===== config.mk =====
export PLATFORM = sky130hd
export DESIGN_NAME = osc_clkdiv
export DESIGN_NICKNAME = d
export VERILOG_FILES = /design/src/rtl/osc_clkdiv.sv
export SDC_FILE = /design/constraint.sdc
export NUM_CORES = 1
export LEC_CHECK = 0
export ABC_AREA = 1
export CORE_ASPECT_RATIO = 0.75
export CORE_MARGIN = 1
export CORE_UTILIZATION = 30
export CTS_BUF_LIST = sky130_fd_sc_hd__clkbuf_8
export DETAILED_ROUTE_END_ITERATION = 10
export PLACE_DENSITY = 0.48
export SYNTH_ARGS = -nofsm -noshare
export SYNTH_HDL_FRONTEND = slang
export SYNTH_SLANG_ARGS = --single-unit

===== constraint.sdc =====
create_clock -name clk -period 2.9 [get_ports clk]
set_input_delay 0.58 -clock clk [delete_from_list [all_inputs] [get_ports clk]]
set_output_delay 0.58 -clock clk [all_outputs]
set_load 0.02 [all_outputs]

===== src/rtl/osc_clkdiv.sv =====
// rtl/osc_clkdiv.sv - multi-channel programmable tick generator with startup settle hold-off
// Optional square-wave debug outputs clk_o when OSC_CLKDIV_TOGGLE_EN is defined.
module osc_clkdiv #(
    parameter int CHANNELS       = 4,
    parameter int DIV_W          = 16,
    parameter int STARTUP_CYCLES = 1024,
    parameter int DEFAULT_DIV    = 50,
    localparam int SEL_W         = (CHANNELS > 1) ? $clog2(CHANNELS) : 1
) (
    input  logic                clk,
    input  logic                rst,
    input  logic                cfg_we,
    input  logic [SEL_W-1:0]    cfg_sel,
    input  logic [DIV_W-1:0]    cfg_div,
    input  logic                cfg_en,
`ifdef OSC_CLKDIV_TOGGLE_EN
    output logic [CHANNELS-1:0] clk_o,
`endif
    output logic [CHANNELS-1:0] tick_o,
    output logic                ready_o
);

    localparam int SU_W = (STARTUP_CYCLES > 1) ? $clog2(STARTUP_CYCLES + 1) : 1;
    localparam logic [SU_W-1:0] SU_LAST = SU_W'(STARTUP_CYCLES - 1);

    typedef enum logic {ST_SETTLE, ST_RUN} state_t;

    state_t          state_q, state_d;
    logic [SU_W-1:0] su_q, su_d;
    logic            sel_ok;

    // Divisors 0 and 1 both collapse to a zero reload, i.e. a tick every cycle.
    function automatic logic [DIV_W-1:0] reload_val(input logic [DIV_W-1:0] d);
        return (d == '0) ? '0 : d - DIV_W'(1);
    endfunction

    always_ff @(posedge clk) begin
        if (rst) begin
            state_q <= ST_SETTLE;
            su_q    <= '0;
        end else begin
            state_q <= state_d;
            su_q    <= su_d;
        end
    end

    always_comb begin
        state_d = state_q;
        su_d    = su_q;
        if (state_q == ST_SETTLE) begin
            su_d = su_q + SU_W'(1);
            if (su_q == SU_LAST) begin
                state_d = ST_RUN;
            end
        end
    end

    assign ready_o = (state_q == ST_RUN);

    generate
        if ((1 << SEL_W) > CHANNELS) begin : g_range
            localparam logic [SEL_W:0] CH_L = (SEL_W + 1)'(CHANNELS);
            assign sel_ok = ({1'b0, cfg_sel} < CH_L);
        end else begin : g_full
            assign sel_ok = 1'b1;
        end
    endgenerate

    genvar i;
    generate
        for (i = 0; i < CHANNELS; i++) begin : g_ch
            logic             hit;
            logic             en_r;
            logic             tick_r;
            logic [DIV_W-1:0] pend_r;
            logic [DIV_W-1:0] cnt_r;

            assign hit = cfg_we && sel_ok && (cfg_sel == SEL_W'(i));

            always_ff @(posedge clk) begin
                if (rst) begin
                    en_r   <= 1'b0;
                    tick_r <= 1'b0;
                    pend_r <= DIV_W'(DEFAULT_DIV);
                    cnt_r  <= reload_val(DIV_W'(DEFAULT_DIV));
                end else begin
                    tick_r <= 1'b0;
                    if (hit) begin
                        pend_r <= cfg_div;
                    end
                    if (hit && !cfg_en) begin
                        en_r <= 1'b0;
                    end else if (hit && !en_r) begin
                        en_r  <= 1'b1;
                        cnt_r <= reload_val(cfg_div);
                    end else if (en_r && ready_o) begin
                        // A write landing on the terminal count takes effect in this very reload.
                        if (cnt_r == '0) begin
                            tick_r <= 1'b1;
                            cnt_r  <= reload_val(hit ? cfg_div : pend_r);
                        end else begin
                            cnt_r <= cnt_r - DIV_W'(1);
                        end
                    end
                end
            end

            assign tick_o[i] = tick_r;

`ifdef OSC_CLKDIV_TOGGLE_EN
            logic tog_r;

            always_ff @(posedge clk) begin
                if (rst) begin
                    tog_r <= 1'b0;
                end else if (en_r && ready_o && !(hit && !cfg_en) && cnt_r == '0) begin
                    tog_r <= ~tog_r;
                end
            end

            assign clk_o[i] = tog_r;
`endif
        end
    endgenerate

endmodule

==> Flow_metrics.wiki, run 1 <==
{| class="wikitable"
! Metric !! Value
|-
| Result of the run || complete, no violations
|-
| Fraction of the mapped netlist area in compound gates || 15.5%
|-
| Initial cell density of the core || 30.7%
|-
| Post-route antenna net violation count || 0
|-
| CORE AREA || 0.0339 mm²
|-
| Synth Register Bits || 148
|-
| Library cell with the largest summed area after synthesis || sky130_fd_sc_hd__dfxtp_1
|-
| Remaining global-route overflow || 0
|-
| Worst IR drop on VDD || 0.000245 V
|-
| Number of I/O port buffers || 26
|-
| Share of the clock period used by the worst path || 95.1%
|-
| Leading cell types by total area after synthesis || sky130_fd_sc_hd__dfxtp_1, sky130_fd_sc_hd__nand2_1, sky130_fd_sc_hd__nor2_1, sky130_fd_sc_hd__a21oi_1, sky130_fd_sc_hd__inv_1
|-
| Area fraction of the dominant cell type after synthesis || 28.4%
|-
| Endpoint of the most critical register-to-register path || g_ch[3].cnt_r[1]$_SDFFE_PP0P_
|-
| Number of endpoints failing setup at the final stage || 0
|-
| Number of buffers created by CTS || 17
|-
| Drt first pass iters || 5
|-
| DR iter-0 viols || 1085
|-
| Clock tree from TritonCTS || done
|-
| Static Leak || 6.23 nW
|-
| Required arrival time at the worst endpoint || 3.27 ns
|-
| Multi-input gate area in the final layout || 0.00639 mm²
|-
| Critical Path Sink Type || flop
|-
| Row cnt || 58
|-
| Maximum count of clock buffers along a single path || 2
|-
| Filler cell count in the final layout || 3704
|-
| End point of the most critical hold path || su_q[7]$_SDFFE_PP0N_
|-
| Diodes inserted || 0
|-
| Count of flip-flops with a built-in enable after synthesis || 0
|-
| Count of hold buffers inserted by post-cts repair || 0
|-
| Proportion of synthesized area in mux cells || 0%
|-
| DRC violation count after routing || 0
|-
| Top-level I/O count || 27
|-
| Power per unit of standard cell area || 405 mW/mm²
|-
| Count of cells resized by post-cts repair || 0
|-
| DP Worst Slack || -0.252 ns
|-
| Pin count of the biggest net entering global routing || 73
|-
| Number of vias in the routed layout || 11700
|-
| Class of the most critical hold timing path || flop to flop
|-
| R2R Setup Slk || 0.66 ns
|-
| GRT Util Overall || 22.5%
|-
| Number of unique standard cell types used by synthesis || 39
|-
| Xor/xnor cell area share of the yosys netlist || 6.72%
|-
| Dominant synthesized flop cell || sky130_fd_sc_hd__dfxtp_1
|-
| Critical register-to-register path startpoint || g_ch[3].cnt_r[0]$_SDFFE_PP1P_
|-
| Proportion of layout cells with a drive suffix above 1 || 17.0%
|-
| Vias/cell || 4.85
|-
| Overall power consumption || 5.38 mW
|-
| Dominant combinational cell family by area after synthesis || simple AND/OR/NAND/NOR gates
|-
| List of most frequent post-synthesis cells || sky130_fd_sc_hd__nand2_1, sky130_fd_sc_hd__nor2_1, sky130_fd_sc_hd__inv_1
|-
| Clock-pin slew reported for the worst setup and hold paths after clock tree synthesis || 0.09 ns
|-
| Worst-Margin Slew || 0.720 ns
|-
| Biggest fanout along the worst timing path || 3
|-
| Most common cell in the synthesized netlist || sky130_fd_sc_hd__nand2_1
|-
| Timing-limited maximum frequency || 363 MHz
|-
| Antenna violations before repair || 0
|-
| Crit path DAT || 3.13 ns
|-
| Die H || 163 µm
|-
| HP Start || su_q[7]$_SDFFE_PP0N_
|-
| DP HPWL || 30.8 mm
|-
| Sink Count || 148
|-
| Post-Synthesis Cell Area || 0.0104 mm²
|-
| Nets || 1992
|-
| Post-Syn Instances || 1737
|-
| Crit path launch type || primary input
|-
| Total detailed-routing wirelength || 39.1 mm
|-
| Source-to-sink clock delay at the later pin of the worst-skew pair || 0.51 ns
|-
| Global-route wire length before repair || 60.9 mm
|-
| Proportion of register bits with asynchronous set or reset after synthesis || 0%
|-
| Weighted congestion at the end of routability-driven global placement || 0.927
|-
| Area growth, synth to finish || 27.5%
|-
| Final worst-path setup slack || 0.143 ns
|-
| Die extent in x || 217 µm
|-
| Reg2reg path depth || 9
|-
| Pins over their slew limit || 0
|-
| Post-Syn Area per Cell || 6.00 µm²
|-
| Synthesis Warnings || 0
|-
| Post-CTS setup buffer count || 0
|-
| Total nets after synthesis || 1772
|-
| H-tree level count || 4
|-
| Share of synthesized cell area in full adder, half adder and majority cells || 1.56%
|-
| Crit Path Class || primary input to flop
|-
| Portion of the post-synthesis area used by sequential elements || 28.4%
|-
| Final setup skew || 0.0126 ns
|-
| Number of global-route vias before repair || 10700
|-
| FF+latch area || 0.00296 mm²
|-
| WL per Instance || 16.2 µm
|-
| Die outline area || 0.0355 mm²
|-
| Fin crit period || 2.76 ns
|-
| Worst slew slack as a fraction of its limit || 51.5%
|-
| Count of max-cap constraint violations || 0
|-
| Hold Fails Final Rpt || 0
|-
| Worst hold path depth || 2
|-
| Fraction of the mapped netlist area in simple logic gates || 37.5%
|-
| Root Buffer Master || sky130_fd_sc_hd__clkbuf_8
|-
| Unrepaired setup endpoints after global routing || false
|}
power by group:
| part | switching, mW | internal, mW | total, mW |
|---|---|---|---|
| logic | 0.702 | 0.476 | 1.18 |
| clock network | 0.949 | 1.12 | 2.07 |
| registers | 0.0415 | 2.10 | 2.14 |
| total | 1.69 | 3.69 | 5.38 |
per-layer routing:
layer	share of wire [%]	GRT usage (%)	wire [µm]	vias up
met5	0	0	0	-
met4	0.86	3.91	335	0
met3	6.9	5.34	2680	25
met2	39	30.7	15100	321
met1	54	34.9	21000	5404
li1	-	-	-	5987
layout make-up:
cell class                      count  area share [%]
Clock inverter                     15            1.91
Inverter                          195            5.51
Clock buffer                       17            1.76
Tap cell                          450            4.24
Multi-Input combinational cell   1328            48.1
Timing Repair Buffer              267            16.1
Sequential cell                   148            22.3
cells in the final DEF, fill, tap and decap left out, types with 2 or more instances in the layout:
master,instances
sky130_fd_sc_hd__o211ai_1,11
sky130_fd_sc_hd__nor2_4,4
sky130_fd_sc_hd__nor2_1,243
sky130_fd_sc_hd__o21a_1,2
sky130_fd_sc_hd__clkdlybuf4s50_1,25
sky130_fd_sc_hd__nand2_2,3
sky130_fd_sc_hd__ha_1,13
sky130_fd_sc_hd__nor2_2,19
sky130_fd_sc_hd__bufinv_16,6
sky130_fd_sc_hd__o21bai_1,2
sky130_fd_sc_hd__nor3b_1,3
sky130_fd_sc_hd__o21ai_1,61
sky130_fd_sc_hd__nor3_1,27
sky130_fd_sc_hd__a31oi_1,2
sky130_fd_sc_hd__nand2_1,491
sky130_fd_sc_hd__xnor2_1,11
sky130_fd_sc_hd__or2_2,2
sky130_fd_sc_hd__clkbuf_8,17
sky130_fd_sc_hd__buf_12,6
sky130_fd_sc_hd__inv_6,2
sky130_fd_sc_hd__o21ai_0,55
sky130_fd_sc_hd__a21oi_1,165
sky130_fd_sc_hd__and2_1,3
sky130_fd_sc_hd__inv_2,14
sky130_fd_sc_hd__xor2_1,69
sky130_fd_sc_hd__nand3_2,5
sky130_fd_sc_hd__clkinv_4,5
sky130_fd_sc_hd__a21oi_2,3
sky130_fd_sc_hd__inv_1,180
sky130_fd_sc_hd__nand3b_1,5
sky130_fd_sc_hd__nand4_1,31
sky130_fd_sc_hd__o21ai_2,7
sky130_fd_sc_hd__dfxtp_1,148
sky130_fd_sc_hd__buf_4,236
sky130_fd_sc_hd__nand3_1,71
sky130_fd_sc_hd__nor4_1,16
state kept, by name (all words and copies together) (netlist names):
signal	flops
ready_o	1
g_ch.tick_r	4
g_ch.en_r	4
su_q	11
g_ch.cnt_r	64
g_ch.pend_r	64
metrics by stage:
| stage | TNS, ns | util, % | hold WS (ns) | instances | area (µm²) |
|---|---|---|---|---|---|
| final | 0 | 39.2 | 0.448 | 2420 | 13300 |
| after floorplan | 0 | - | 0.421 | 1737 | 10400 |
| after detailed placement | -10.10 | 37.8 | 0.433 | 2388 | 12800 |
| after global routing | 0 | 39.2 | 0.491 | 2420 | 13300 |
| after CTS | 0 | 39.2 | 0.448 | 2420 | 13300 |
| after global placement | -9.90 | 37.8 | 0.429 | 2388 | 12800 |
worst max-delay path, stage by stage:
cell and delay (ns):
sky130_fd_sc_hd__clkdlybuf4s50_1 0.48, sky130_fd_sc_hd__inv_1 0.13, sky130_fd_sc_hd__ha_1 0.23, sky130_fd_sc_hd__nand4_1 0.24, sky130_fd_sc_hd__nor2_1 0.25, sky130_fd_sc_hd__nand4_1 0.13, sky130_fd_sc_hd__buf_4 0.16, sky130_fd_sc_hd__nor2_1 0.08
sky130_fd_sc_hd__nor2_1 0.04, sky130_fd_sc_hd__nor2_1 0.34, sky130_fd_sc_hd__buf_4 0.25, sky130_fd_sc_hd__a21oi_1 0.09, sky130_fd_sc_hd__nand2_1 0.08, sky130_fd_sc_hd__a21oi_1 0.05
worst max path at each step:
stage                from                              to  slack (ns)  cells past startpoint
2_1_floorplan      cfg_we  g_ch[1].cnt_r[12]$_SDFFE_PP0P_        0.35                     17
6_report       cfg_div[0]  g_ch[0].cnt_r[14]$_SDFFE_PP0P_        0.14                     14
5_1_grt        cfg_sel[0]  g_ch[1].cnt_r[12]$_SDFFE_PP0P_        0.02                     14
3_3_place_gp   cfg_sel[0]  g_ch[2].cnt_r[12]$_SDFFE_PP0P_       -0.27                     13
3_5_place_dp   cfg_sel[0]  g_ch[2].cnt_r[12]$_SDFFE_PP0P_       -0.25                     13
4_1_cts        cfg_sel[0]  g_ch[2].cnt_r[12]$_SDFFE_PP0P_        0.29                     13
cells by family after synthesis:
| logic type | Yosys count |
|---|---|
| adders and majority gates | 13 |
| DFF | 148 |
| xor gates and xnor gates | 80 |
| and+or+nand+nor | 927 |
| AOI/OAI and AO/OA | 308 |
| buffers and inverters | 261 |
Power figures use the tool's default switching activity.
==> run 2: changes to the inputs <==
--- a/config.mk
+++ b/config.mk
@@ -11,6 +11,7 @@
 export CORE_UTILIZATION = 30
 export CTS_BUF_LIST = sky130_fd_sc_hd__clkbuf_8
 export DETAILED_ROUTE_END_ITERATION = 10
+export GPL_TIMING_DRIVEN = 0
 export PLACE_DENSITY = 0.48
 export SYNTH_ARGS = -nofsm -noshare
 export SYNTH_HDL_FRONTEND = slang
==> Flow_metrics.wiki, run 2 (synthesis gave the netlist of run 1 again) <==
{| class="wikitable"
! Metric !! Value
|-
| Worst slew slack as a fraction of its limit || 27.9%
|-
| Final standard cell count with taps included and fillers excluded || 2242
|-
| H-tree level count || 4
|-
| Result of the run || complete, no violations
|-
| Diodes inserted || 0
|-
| Final setup skew || 0.0198 ns
|-
| Share of the clock period used by the worst path || 99.4%
|-
| DR iter-0 viols || 1207
|-
| Worst-Margin Slew || 1.07 ns
|-
| Proportion of layout cells with a drive suffix above 1 || 7.65%
|-
| Fin crit period || 2.88 ns
|-
| Clock tree from TritonCTS || done
|-
| Nets || 1814
|-
| Source-to-sink clock delay at the later pin of the worst-skew pair || 0.51 ns
|-
| Weighted congestion at the end of routability-driven global placement || 0.936
|-
| Clock-pin slew reported for the worst setup and hold paths after clock tree synthesis || 0.10 ns
|-
| Largest registers || g_ch.cnt_r x64, g_ch.pend_r x64, su_q x11
|-
| Maximum count of clock buffers along a single path || 2
|-
| Crit Path Class || primary input to flop
|-
| Area growth, synth to finish || 12.4%
|-
| Die extent in x || 217 µm
|-
| Number of I/O port buffers || 22
|-
| Crit path DAT || 3.26 ns
|-
| Root Buffer Master || sky130_fd_sc_hd__clkbuf_8
|-
| Placed Cells incl. Taps || 2210
|-
| Top-level I/O count || 27
|-
| Initial cell density of the core || 30.7%
|-
| Pins over their slew limit || 0
|-
| Total detailed-routing wirelength || 39.4 mm
|-
| Post-route antenna net violation count || 0
|-
| Vias/cell || 5.07
|-
| DP HPWL || 30.6 mm
|-
| DRC violation count after routing || 0
|-
| Highest-count cells in the layout ignoring fill and taps || sky130_fd_sc_hd__nand2_1, sky130_fd_sc_hd__nor2_1, sky130_fd_sc_hd__inv_1
|-
| Die outline area || 0.0355 mm²
|-
| Count of max-cap constraint violations || 0
|-
| Number of buffers created by CTS || 17
|-
| Critical Path Sink Type || flop
|-
| Commonest non-fill, non-tap cell in the layout || sky130_fd_sc_hd__nand2_1
|-
| Unrepaired setup endpoints after global routing || false
|-
| Antenna violations before repair || 0
|-
| Required arrival time at the worst endpoint || 3.28 ns
|-
| Post-route core utilization || 34.6%
|-
| Drt first pass iters || 5
|-
| Number of global-route vias before repair || 9957
|-
| Class of the most critical hold timing path || flop to flop
|-
| GRT Util Overall || 22.4%
|-
| Die H || 163 µm
|-
| Number of endpoints failing setup at the final stage || 0
|-
| Hold Fails Final Rpt || 0
|-
| Power per unit of standard cell area || 418 mW/mm²
|-
| Static Leak || 5.19 nW
|-
| Placed cell area || 0.0112 mm²
|-
| Global-route wire length before repair || 59.1 mm
|-
| Biggest fanout along the worst timing path || 7
|-
| CORE AREA || 0.0339 mm²
|-
| Sink Count || 148
|-
| Row cnt || 58
|-
| Final instance area || 0.0117 mm²
|-
| Remaining global-route overflow || 0
|-
| Crit path launch type || primary input
|-
| Pin count of the biggest net entering global routing || 17
|-
| Worst IR drop on VDD || 0.000255 V
|-
| Timing-limited maximum frequency || 347 MHz
|-
| WL per Instance || 17.6 µm
|-
| Number of vias in the routed layout || 11400
|}
## run 2: changes by cell type in the layout (fill, tap and decap cells not counted), moves of 3 or more
cell                              delta
sky130_fd_sc_hd__buf_12              -6
sky130_fd_sc_hd__buf_2              +12
sky130_fd_sc_hd__buf_4             -223
sky130_fd_sc_hd__buf_6               +4
sky130_fd_sc_hd__bufinv_16           -3
sky130_fd_sc_hd__clkbuf_1           +36
sky130_fd_sc_hd__clkdlybuf4s50_1     -6
sky130_fd_sc_hd__clkinv_4            -3
sky130_fd_sc_hd__clkinvlp_4          +4
sky130_fd_sc_hd__nand2_1             -6
sky130_fd_sc_hd__nand2_2             +5
sky130_fd_sc_hd__nand3_1             -3
sky130_fd_sc_hd__nor2_1              -3
sky130_fd_sc_hd__o21ai_1             +3
## run 2: metrics by stage
step / setup WS (ns) / setup TNS, ns / power [mW] / hold WS [ns]
floorplan: 0.353 / 0 / 2.78 / 0.421
global placement: -1.23 / -44.29 / 3.09 / 0.435
detailed placement: -0.900 / -42.92 / 3.09 / 0.438
CTS: -0.0196 / -0.0323 / 4.92 / 0.450
global route: 0.0181 / 0 / 5.11 / 0.473
finish: 0.0167 / 0 / 4.90 / 0.447
## run 2: layout make-up
cell class,instances,area [µm²]
clock buffers,19,262
plain buffers,66,342
multi-input cells,1328,6460
inverters,195,736
repair buffers,23,228
flip-flops and latches,148,2960
clock inverters,13,159
fillers,3811,22200
well taps,450,563
## run 2: per-layer routing
layer	share of wire [%]	vias up	track usage [%]
li1	-	5631	-
met1	53	5332	35.1
met2	37	367	29.0
met3	8.3	38	5.81
met4	1.5	0	5.35
met5	0	-	0
## run 2: critical path: stages
cell                              delay, ns
sky130_fd_sc_hd__clkdlybuf4s50_1       0.66
sky130_fd_sc_hd__nor2_1                0.43
sky130_fd_sc_hd__inv_1                 0.16
sky130_fd_sc_hd__nor3_1                0.26
sky130_fd_sc_hd__nor2_1                0.07
sky130_fd_sc_hd__nand2_1               0.08
sky130_fd_sc_hd__o21ai_1               0.21
sky130_fd_sc_hd__buf_4                 0.26
sky130_fd_sc_hd__o21ai_1               0.30
sky130_fd_sc_hd__o21bai_1              0.17
sky130_fd_sc_hd__a21oi_1               0.07
## run 2: worst paths after layout
kind                                 startpoint                              to  slack, ns  depth (start not counted)
setup / recovery                    cfg_div[13]  g_ch[2].cnt_r[12]$_SDFFE_PP0P_       0.02                         11
hold / removal             su_q[7]$_SDFFE_PP0N_            su_q[7]$_SDFFE_PP0N_       0.45                          2
setup reg to reg  g_ch[3].cnt_r[6]$_SDFFE_PP0P_   g_ch[3].cnt_r[5]$_SDFFE_PP1P_       0.36                          7
hold reg to reg            su_q[7]$_SDFFE_PP0N_            su_q[7]$_SDFFE_PP0N_       0.45                          2
## run 2: report_power, final
group	switching (mW)	internal, mW	total (mW)
Sequential	0.0417	2.10	2.14
Combinational	0.672	0.269	0.942
Clock	0.928	0.892	1.82
Total	1.64	3.26	4.90
## run 2: repair_timing
item,in CTS,in global routing
setup buffers,0,0
gates resized for setup,15,16
endpoints found under the setup margin,48,60
cloned,0,0
hold buffers,0,0
==> run 3: changes to the inputs <==
--- a/config.mk
+++ b/config.mk
@@ -7,10 +7,11 @@
 export LEC_CHECK = 0
 export ABC_AREA = 1
 export CORE_ASPECT_RATIO = 0.75
-export CORE_MARGIN = 1
+export CORE_MARGIN = 2
 export CORE_UTILIZATION = 30
 export CTS_BUF_LIST = sky130_fd_sc_hd__clkbuf_8
 export DETAILED_ROUTE_END_ITERATION = 10
+export GPL_ROUTABILITY_DRIVEN = 0
 export GPL_TIMING_DRIVEN = 0
 export PLACE_DENSITY = 0.48
 export SYNTH_ARGS = -nofsm -noshare
==> Flow_metrics.wiki, run 3 (synthesis gave the netlist of run 1 again) <==
{| class="wikitable"
! Metric !! Value
|-
| Result of the run || complete, no violations
|-
| Antenna violations before repair || 2
|-
| Part of the total power dissipated in sequential elements || 44.0%
|-
| Worst-Margin Slew || 0.982 ns
|-
| Timing-limited maximum frequency || 353 MHz
|-
| Number of global-route vias before repair || 10100
|-
| DR iter-0 viols || 1259
|-
| Power per unit of standard cell area || 414 mW/mm²
|-
| Crit path launch type || primary input
|-
| Hold Fails Final Rpt || 0
|-
| Placed Cells incl. Taps || 2216
|-
| Final standard cell count with taps included and fillers excluded || 2250
|-
| DP HPWL || 30.2 mm
|-
| Commonest non-fill, non-tap cell in the layout || sky130_fd_sc_hd__nand2_1
|-
| Crit path DAT || 3.18 ns
|-
| Clock tree from TritonCTS || done
|-
| Nets || 1815
|-
| GRT Util Overall || 21.9%
|-
| Top-level I/O count || 27
|-
| Die outline area || 0.0363 mm²
|-
| Worst IR drop on VDD || 0.000200 V
|-
| Sw Share || 33.6%
|-
| Overall power consumption || 4.85 mW
|-
| Pin count of the biggest net entering global routing || 17
|-
| Share of the clock period used by the worst path || 97.7%
|-
| Source-to-sink clock delay at the later pin of the worst-skew pair || 0.50 ns
|-
| Area growth, synth to finish || 12.4%
|-
| Clock-pin slew reported for the worst setup and hold paths after clock tree synthesis || 0.09 ns
|-
| Diodes inserted || 0
|-
| Biggest fanout along the worst timing path || 6
|-
| Internal Dissipation || 3.22 mW
|-
| Filler cell count in the final layout || 3870
|-
| DRC violation count after routing || 0
|-
| Largest registers || g_ch.cnt_r x64, g_ch.pend_r x64, su_q x11
|-
| Class of the most critical hold timing path || flop to flop
|-
| Proportion of layout cells with a drive suffix above 1 || 7.70%
|-
| Initial cell density of the core || 30.2%
|-
| Sink Count || 148
|-
| DP Worst Slack || -1.02 ns
|-
| Number of vias in the routed layout || 11300
|-
| Pins over their slew limit || 0
|-
| Vias/cell || 5.00
|-
| Global-route wire length before repair || 59.3 mm
|-
| Die H || 165 µm
|-
| Drt first pass iters || 6
|-
| Number of I/O port buffers || 22
|-
| Die extent in x || 219 µm
|-
| Placed cell area || 0.0112 mm²
|-
| WL per Instance || 17.4 µm
|-
| Critical Path Sink Type || flop
|-
| Count of max-cap constraint violations || 0
|-
| Post-route antenna net violation count || 0
|-
| Required arrival time at the worst endpoint || 3.25 ns
|-
| Root Buffer Master || sky130_fd_sc_hd__clkbuf_8
|-
| Power dissipated by switching net loads || 1.63 mW
|-
| Worst slew slack as a fraction of its limit || 33.6%
|-
| Fin crit period || 2.83 ns
|-
| Total detailed-routing wirelength || 39.0 mm
|-
| Static Leak || 5.19 nW
|-
| Number of buffers created by CTS || 17
|-
| Highest-count cells in the layout ignoring fill and taps || sky130_fd_sc_hd__nand2_1, sky130_fd_sc_hd__nor2_1, sky130_fd_sc_hd__inv_1
|-
| Row cnt || 59
|-
| CORE AREA || 0.0345 mm²
|-
| Final worst-path setup slack || 0.0669 ns
|-
| Count of hold buffers inserted by post-cts repair || 0
|-
| Comb pwr share || 19.3%
|-
| Number of endpoints failing setup at the final stage || 0
|-
| Part of the power in the clock network || 36.6%
|-
| Final setup skew || 0.0210 ns
|-
| H-tree level count || 4
|-
| Crit Path Class || primary input to flop
|-
| Remaining global-route overflow || 0
|-
| Maximum count of clock buffers along a single path || 2
|-
| Final instance area || 0.0117 mm²
|-
| Accumulated negative setup slack || 0 ns
|-
| Unrepaired setup endpoints after global routing || false
|}
[run 3: cell count changes in the layout (fill, tap and decap cells not counted), sizes merged]
cell / delta
clkbuf: +2
inv: -1
bufinv: -1
buf: +1
[run 3: per-stage QoR]
step	hold WS (ns)	utilization, %
3_5_place_dp	0.440	32.5
6_report	0.451	34.0
2_1_floorplan	0.421	-
5_1_grt	0.466	34.0
3_3_place_gp	0.432	32.5
4_1_cts	0.456	33.8
[run 3: worst max-delay path: stages]
cell and delay (ns):
sky130_fd_sc_hd__clkdlybuf4s50_1 0.69, sky130_fd_sc_hd__inv_1 0.40, sky130_fd_sc_hd__nand2_1 0.12, sky130_fd_sc_hd__nor4_1 0.40
sky130_fd_sc_hd__o21ai_2 0.24, sky130_fd_sc_hd__o21ai_0 0.47, sky130_fd_sc_hd__o21bai_1 0.19, sky130_fd_sc_hd__a21oi_1 0.08
[run 3: per-layer routing]
metal	vias up	part of all wire (%)	track usage, %
met3	43	8.5	6.01
met1	5190	53	34.0
met2	385	37	29.3
li1	5643	-	-
met5	-	0	0
met4	0	1.4	4.42
[run 3: area by class of cell]
cell class              instances  area, µm²  share of cell area [%]
plain buffers                  66        342                    2.92
clock buffers                  21        289                    2.47
repair buffers                 24        235                    2.01
flip-flops and latches        148       2960                    25.3
clock inverters                11        125                    1.07
multi-input cells            1328       6450                    55.1
inverters                     195        732                    6.25
well taps                     457        572                    4.88
[run 3: repair_timing]
action / 4_1_cts / 5_1_grt
pin swaps: 0 / 1
endpoints found under the hold margin: 0 / 0
buffers inserted: 0 / 2
endpoints found under the setup margin: 50 / 49
resized for setup: 16 / 12
[run 3: final timing paths]
kind | start | endpoint | slack, ns | depth (start not counted)
min | su_q[7]$_SDFFE_PP0N_ | su_q[7]$_SDFFE_PP0N_ | 0.45 | 2
max reg2reg | g_ch[3].cnt_r[6]$_SDFFE_PP0P_ | g_ch[3].cnt_r[5]$_SDFFE_PP1P_ | 0.39 | 7
max | cfg_div[10] | g_ch[2].cnt_r[12]$_SDFFE_PP0P_ | 0.07 | 8
min reg2reg | su_q[7]$_SDFFE_PP0N_ | su_q[7]$_SDFFE_PP0N_ | 0.45 | 2
[run 3: power by group through the flow]
stage          sequential (mW)  clock, mW  combinational [mW]
6_report                  2.14       1.78               0.937
5_1_grt                   2.15       1.90                1.03
3_3_place_gp              2.18          0               0.904
2_1_floorplan             2.17          0               0.604
4_1_cts                   2.14       1.82               0.914
3_5_place_dp              2.18          0               0.905
